**src/rtl/parking_gate_ctrl.sv**
```systemverilog
// Entry-barrier controller: per-lane barrier FSMs, round-robin grant arbiter and exit merger for the parking counter.
// Latency: req rise to gate_open/car_entered is 2 cycles minimum; exit_pulse to car_exited is 2 cycles minimum.
// Backpressure: one commit (exit, cancel or grant) per free slot; lanes wait in REQ/CANCEL and exits wait in pending.
// Ports: req/req_uni/passed per lane in; exit_pulse/exit_uni and the counter space flags in;
//        car_entered/car_exited (+class) pulses to the counter; gate_open/reject/busy per lane; timeout_cnt rollbacks.
module parking_gate_ctrl #(
  parameter int NUM_LANES    = 4,
  parameter int OPEN_TIMEOUT = 20,
  parameter int CLOSE_CYCLES = 3
) (
  input  logic                 clk,
  input  logic                 reset,
  input  logic [NUM_LANES-1:0] req,
  input  logic [NUM_LANES-1:0] req_uni,
  input  logic [NUM_LANES-1:0] passed,
  input  logic                 exit_pulse,
  input  logic                 exit_uni,
  input  logic                 uni_is_vacated_space,
  input  logic                 is_vacated_space,
  output logic                 car_entered,
  output logic                 is_uni_car_entered,
  output logic                 car_exited,
  output logic                 is_uni_car_exited,
  output logic [NUM_LANES-1:0] gate_open,
  output logic [NUM_LANES-1:0] reject,
  output logic [NUM_LANES-1:0] busy,
  output logic [7:0]           timeout_cnt
);

  localparam int PW = (NUM_LANES > 1) ? $clog2(NUM_LANES) : 1;
  localparam int TW = $clog2(OPEN_TIMEOUT);
  localparam int CW = (CLOSE_CYCLES > 1) ? $clog2(CLOSE_CYCLES) : 1;

  localparam logic [TW-1:0] TIMER_LAST = TW'(OPEN_TIMEOUT - 1);
  localparam logic [CW-1:0] CLOSE_LAST = CW'(CLOSE_CYCLES - 1);
  localparam logic [PW-1:0] LAST_LANE  = PW'(NUM_LANES - 1);

  typedef enum logic [2:0] {
    S_IDLE,
    S_REQ,
    S_OPEN,
    S_CANCEL,
    S_CLOSING
  } lane_state_t;

  lane_state_t          state_q [NUM_LANES];
  lane_state_t          state_d [NUM_LANES];
  logic [TW-1:0]        timer_q [NUM_LANES];
  logic [TW-1:0]        timer_d [NUM_LANES];
  logic [CW-1:0]        close_q [NUM_LANES];
  logic [CW-1:0]        close_d [NUM_LANES];
  logic [NUM_LANES-1:0] uni_q;
  logic [NUM_LANES-1:0] uni_d;

  logic [PW-1:0]        rr_ptr;
  logic                 pending_exit;
  logic                 pending_uni;

  logic                 slot_free;
  logic [NUM_LANES-1:0] class_ok;
  logic [NUM_LANES-1:0] eligible;
  logic [NUM_LANES-1:0] cancel_vec;
  logic                 do_exit;
  logic                 do_cancel;
  logic                 do_grant;
  logic [PW-1:0]        cancel_idx;
  logic [PW-1:0]        grant_idx;

  // Lowest set index; used for cancel service order.
  function automatic logic [PW-1:0] lowest_set(input logic [NUM_LANES-1:0] v);
    logic [PW-1:0] r;
    r = '0;
    for (int i = NUM_LANES - 1; i >= 0; i--) begin
      if (v[i]) r = PW'(i);
    end
    return r;
  endfunction

  // First set index at or after ptr, wrapping around the lane count.
  function automatic logic [PW-1:0] rr_pick(input logic [NUM_LANES-1:0] v,
                                            input logic [PW-1:0]        ptr);
    logic [PW-1:0] r;
    logic [PW-1:0] idx;
    logic          found;
    int            idx_i;
    r     = ptr;
    found = 1'b0;
    for (int k = 0; k < NUM_LANES; k++) begin
      idx_i = int'(ptr) + k;
      if (idx_i >= NUM_LANES) idx_i = idx_i - NUM_LANES;
      idx = PW'(idx_i);
      if (!found && v[idx]) begin
        r     = idx;
        found = 1'b1;
      end
    end
    return r;
  endfunction

  // Commit arbitration. A slot is free only when neither counter pulse is
  // high, so the counter's space flags already reflect the last commit.
  always_comb begin
    slot_free  = !car_entered && !car_exited;
    class_ok   = '0;
    eligible   = '0;
    cancel_vec = '0;
    for (int i = 0; i < NUM_LANES; i++) begin
      class_ok[i]   = uni_q[i] ? uni_is_vacated_space : is_vacated_space;
      // A lane whose car has driven off (req dropped) is not granted.
      eligible[i]   = (state_q[i] == S_REQ) && class_ok[i] && req[i];
      cancel_vec[i] = (state_q[i] == S_CANCEL);
    end
    cancel_idx = lowest_set(cancel_vec);
    grant_idx  = rr_pick(eligible, rr_ptr);
    do_exit    = slot_free && pending_exit;
    do_cancel  = slot_free && !pending_exit && (|cancel_vec);
    do_grant   = slot_free && !pending_exit && !(|cancel_vec) && (|eligible);
  end

  // Per-lane next-state and lane-status outputs.
  always_comb begin
    gate_open = '0;
    reject    = '0;
    busy      = '0;
    uni_d     = uni_q;
    for (int i = 0; i < NUM_LANES; i++) begin
      state_d[i] = state_q[i];
      timer_d[i] = timer_q[i];
      close_d[i] = close_q[i];
      busy[i]    = (state_q[i] != S_IDLE);
      case (state_q[i])
        S_IDLE: begin
          if (req[i]) begin
            state_d[i] = S_REQ;
            uni_d[i]   = req_uni[i];
          end
        end
        S_REQ: begin
          reject[i] = !class_ok[i];
          if (do_grant && (grant_idx == PW'(i))) begin
            state_d[i] = S_OPEN;
            timer_d[i] = '0;
          end else if (!req[i]) begin
            state_d[i] = S_IDLE;
          end
        end
        S_OPEN: begin
          gate_open[i] = 1'b1;
          if (passed[i]) begin
            state_d[i] = S_CLOSING;
            close_d[i] = '0;
          end else if (timer_q[i] == TIMER_LAST) begin
            state_d[i] = S_CANCEL;
          end else begin
            timer_d[i] = timer_q[i] + 1'b1;
          end
        end
        S_CANCEL: begin
          // Barrier stays raised until the rollback is committed.
          gate_open[i] = 1'b1;
          if (do_cancel && (cancel_idx == PW'(i))) begin
            state_d[i] = S_CLOSING;
            close_d[i] = '0;
          end
        end
        S_CLOSING: begin
          if (close_q[i] == CLOSE_LAST) begin
            state_d[i] = S_IDLE;
          end else begin
            close_d[i] = close_q[i] + 1'b1;
          end
        end
        default: begin
          state_d[i] = S_IDLE;
        end
      endcase
    end
  end

  always_ff @(posedge clk or negedge reset) begin
    if (!reset) begin
      for (int i = 0; i < NUM_LANES; i++) begin
        state_q[i] <= S_IDLE;
        timer_q[i] <= '0;
        close_q[i] <= '0;
      end
      uni_q              <= '0;
      rr_ptr             <= '0;
      pending_exit       <= 1'b0;
      pending_uni        <= 1'b0;
      car_entered        <= 1'b0;
      is_uni_car_entered <= 1'b0;
      car_exited         <= 1'b0;
      is_uni_car_exited  <= 1'b0;
      timeout_cnt        <= '0;
    end else begin
      for (int i = 0; i < NUM_LANES; i++) begin
        state_q[i] <= state_d[i];
        timer_q[i] <= timer_d[i];
        close_q[i] <= close_d[i];
      end
      uni_q <= uni_d;

      // A pulse seen while an exit is still pending is dropped.
      if (do_exit) begin
        pending_exit <= 1'b0;
      end else if (exit_pulse && !pending_exit) begin
        pending_exit <= 1'b1;
        pending_uni  <= exit_uni;
      end

      car_entered        <= do_grant;
      is_uni_car_entered <= do_grant && uni_q[grant_idx];
      car_exited         <= do_exit || do_cancel;
      is_uni_car_exited  <= do_exit ? pending_uni : (do_cancel && uni_q[cancel_idx]);

      if (do_grant) begin
        rr_ptr <= (grant_idx == LAST_LANE) ? '0 : grant_idx + 1'b1;
      end

      if (do_cancel && (timeout_cnt != 8'hFF)) begin
        timeout_cnt <= timeout_cnt + 8'd1;
      end
    end
  end

endmodule

```
**config.mk**
```make
export PLATFORM = sky130hd
export DESIGN_NAME = parking_gate_ctrl
export DESIGN_NICKNAME = d
export VERILOG_FILES = /design/src/rtl/parking_gate_ctrl.sv
export SDC_FILE = /design/constraint.sdc
export NUM_CORES = 1
export LEC_CHECK = 0
export CAP_MARGIN = 5
export CORE_MARGIN = 10
export CORE_UTILIZATION = 52
export CTS_BUF_LIST = sky130_fd_sc_hd__clkbuf_2
export DETAILED_ROUTE_END_ITERATION = 7
export GPL_TIMING_DRIVEN = 0
export HOLD_SLACK_MARGIN = 0.1
export PLACE_DENSITY = 0.78
export SETUP_SLACK_MARGIN = 0.3
export SYNTH_ARGS = -nofsm -noshare
export SYNTH_HDL_FRONTEND = slang
export SYNTH_SLANG_ARGS = --single-unit
```
**constraint.sdc**
```tcl
create_clock -name clk -period 2.4 [get_ports clk]
set_input_delay 0.72 -clock clk [delete_from_list [all_inputs] [get_ports clk]]
set_output_delay 0.72 -clock clk [all_outputs]
set_load 0.01 [all_outputs]
```
==> run_results.csv <==
group,metric,value,unit
clock_network,clk_latency,0.56,ns
placed_design,port_buffers,41,
placed_design,place_hpwl,5680,um
timing,finalSetupViolCount,25,
floorplanning,die_h,102,um
global_route,globalRouteOverflowTotal,0,
timing,drv_slew,0,
synth,synth_area_per_cell,9.92,sq um
timing,setup_ws,-0.220,ns
synth,synth_top_area_share,42.9,%
synth,synthSimpleGateAreaFrac,23.4,%
synth,synthAdderAreaFrac,4.64,%
final_layout,seq_area,1510,sq um
synth,seq_area_frac_synth,42.9,%
synth,synth_xor_area_share,4.25,%
pwr,powerDensity,1290,nW/um^2
synth,synthMuxAreaShare,8.11,%
status,violations,"negative setup slack",
final_layout,drive_gt1_share,46.0,%
timing,setup_tns,-2.45,ns
synth,syn_nets,384,
pwr,p_total,0.00689,W
synth,synth_warnings,0,
global_route,top_usage_layer,"met2",
pwr,ir_worst_vdd,763,uV
timing,tightest_slew,0.974,ns
route,vias,3668,
floorplanning,core,6460,sq um
route,viasPerCell,6.48,
clock_network,cts_sinks,60,
synth,synth-seq-cells,60,
clock_network,clk_path_buf_depth,2,
placed_design,routabilityCongestion,0.852,
final_layout,final_cell_area,5350,sq um
worst_hold_path,hold_class,"in2async",
timing,rsz0062_at_grt,"true",
global_route,grt_pass1_vias,3378,
clock_network,cts_hold_buf,0,
synth,synth-compound-area-share,13.5,%
synth,synth_top_family_by_area,"simple AND/OR/NAND/NOR gates",
setup_path,end_kind,"flip-flop",
pwr,power.leakage,2.46,nW
route,first_iter_violations,343,
floorplanning,ios,42,
synth,ys.flop_type,"dfrtp_1",
final_layout,final_cells,566,
clock_network,htreeDepth,3,
floorplanning,die_area,10400,sq um
flow_run,maxCapViolations,0,
synth,postSynth.asyncResetShare,100,%
placed_design,place_area,4060,sq um
floorplanning,rows,29,
global_route,grt_max_degree,37,
setup_path,crit_arrival,3.09,ns
floorplanning,dieWidth,102,um
clock_network,cts_buffers,9,
clock_network,cts-root-buf,"clkbuf_2",
timing,timing.final.crit_share,109,%
global_route,gr-usage-met3,6.07,%
final_layout,n_antenna_cell,0,
setup_path,worstPathRequired,2.87,ns
route,ant_nets,0,
clock_network,clk_pin_slew,0.19,ns
synth,synth_area,3500,sq um
final_layout,nets,516,
setup_path,worst_setup_path_start_kind,"flip-flop",
timing,fin_crit,2.62,ns
timing,slew_headroom,33.4,%
setup_path,path_max_fanout,5,
global_route,grt_pass1_wl,16400,um
floorplanning,start_util,54.2,%
route,wirelength,12400,um
synth,synth_cell_types,66,
route,drc_errors,0,
global_route,grt_usage,19.9,%
setup_path,path_class,"reg2reg",
global_route,grt_use_met2,33.3,%
status,status,"complete, but fails checks",
final_layout,fillers,326,
timing,finalHoldViolations,0,
final_layout,multi_input_area,2390,sq um
timing,finalClockSkew,0.0410,ns
placed_design,place_inst,472,
final_layout,area_growth,52.9,%
synth,synthTopCellsByArea,"dfrtp_1 43%, ha_1 4.6%, nor2_1 4.3%",
clock_network,cts_tree,"done",
global_route,grtUsageMet1,22.5,%
synth,synthCells,353,
route,drt_pass1_iterations,7,
synth,synth_edf_count,0,
timing,fmax,382,MHz
synth,yosys.area.top_type,"dfrtp_1",
route,wl_per_cell,22.0,um
global_route,antenna_found_initial,0,
final_layout,postLayoutCoreUtil,82.9,%
final timing paths:
path,from,endpoint,slack [ns],depth (start not counted)
worst max-delay path,state_q[2]$_DFFE_PN0P_,timer_q[0]$_DFFE_PN0P_,-0.22,11
worst min-delay path,reset,timer_q[0]$_DFFE_PN0P_,0.14,1
worst max register to register,state_q[2]$_DFFE_PN0P_,timer_q[0]$_DFFE_PN0P_,-0.22,11
worst min register to register,close_q[4]$_DFFE_PN0P_,close_q[4]$_DFFE_PN0P_,0.48,1
max in group asynchronous,reset,timer_q[12]$_DFFE_PN0P_,1.61,2
min in group clk,close_q[4]$_DFFE_PN0P_,close_q[4]$_DFFE_PN0P_,0.48,1
state kept, by name, indices dropped and copies added (netlist names):
register	cells
timer_q	20
state_q	12
close_q	8
timeout_cnt	8
uni_q	4
rr_ptr	2
car_entered	1
car_exited	1
is_uni_car_entered	1
is_uni_car_exited	1
pending_exit	1
pending_uni	1
metal layers:
metal	up-vias	share of wire, %
met5	-	0
met4	0	4.9
met3	75	9.0
met2	257	48
met1	1769	38
li1	1567	-
per-stage QoR:
stage / setup slack, ns / hold WS, ns
6_report: -0.220 / 0.136
5_1_grt: -0.269 / 0.141
4_1_cts: -0.00442 / 0.175
3_5_place_dp: -0.808 / 0.466
3_3_place_gp: -1.37 / 0.464
2_1_floorplan: -0.0729 / 0.424
cells by family (layout without fill, tap and decap cells):
kind of cell | Yosys count | in the layout
mux | 25 | 25
fa+ha+maj | 13 | 13
buf+inv | 26 | 162
simple gates | 147 | 147
flops | 60 | 60
compound gates | 65 | 65
xor+xnor | 17 | 17
where the power goes:
group	switching (W)	leakage (nW)	total [W]	internal, W
Sequential	0.000312	0.781	0.00164	0.00133
Combinational	0.00225	1.63	0.00471	0.00245
Clock	0.000410	0.0566	0.000540	0.000130
Total	0.00298	2.46	0.00689	0.00391
synth_stat cells (9+ instances only):
library cell / instances
a21oi_1: 14
and3_1: 9
dfrtp_1: 60
ha_1: 13
inv_1: 15
mux2_2: 11
nand2_1: 23
nand4_1: 12
nor2_1: 40
nor3_1: 12
xor2_1: 10
worst max-delay path, stage by stage, from the launching register on:
cell      delay, ns
dfrtp_2        0.47
buf_6          0.12
and4bb_4       0.37
a311oi_1       0.14
o21ai_1        0.23
o211ai_1       0.16
buf_4          0.20
inv_4          0.08
ha_4           0.18
nand4_4        0.13
and3_4         0.21
a311o_1        0.26
final cells by class:
type / count / share of cell area (%)
sequential: 60 / 28.2
buffer: 10 / 2.38
clock inverter: 4 / 0.327
inverter: 16 / 1.31
timing repair buffer: 121 / 20.3
multi-input combinational: 267 / 44.7
clock buffer: 11 / 1.03
tap: 77 / 1.80
cells in the final DEF, fill, tap and decap left out, types with 7 or more instances in the layout:
| cell | n |
|---|---|
| nand2_1 | 21 |
| mux2_2 | 9 |
| xnor2_1 | 7 |
| buf_6 | 27 |
| inv_1 | 10 |
| ha_1 | 9 |
| dfrtp_1 | 54 |
| mux2_4 | 8 |
| clkdlybuf4s50_1 | 10 |
| xor2_1 | 10 |
| nor2_1 | 25 |
| nand3b_1 | 7 |
| clkbuf_2 | 11 |
| nor3_1 | 11 |
| dlygate4sd2_1 | 15 |
| nor2_2 | 9 |
| nand4_1 | 12 |
| buf_4 | 65 |
| a21oi_1 | 8 |
repair_timing:
item	4_1_cts	5_1_grt
gates cloned	0	1
setup endpoints to repair	64	53
pin swaps	35	20
resized for setup	178	53
setup buffers	54	24
No activity file was read; power rests on OpenSTA's default activity.
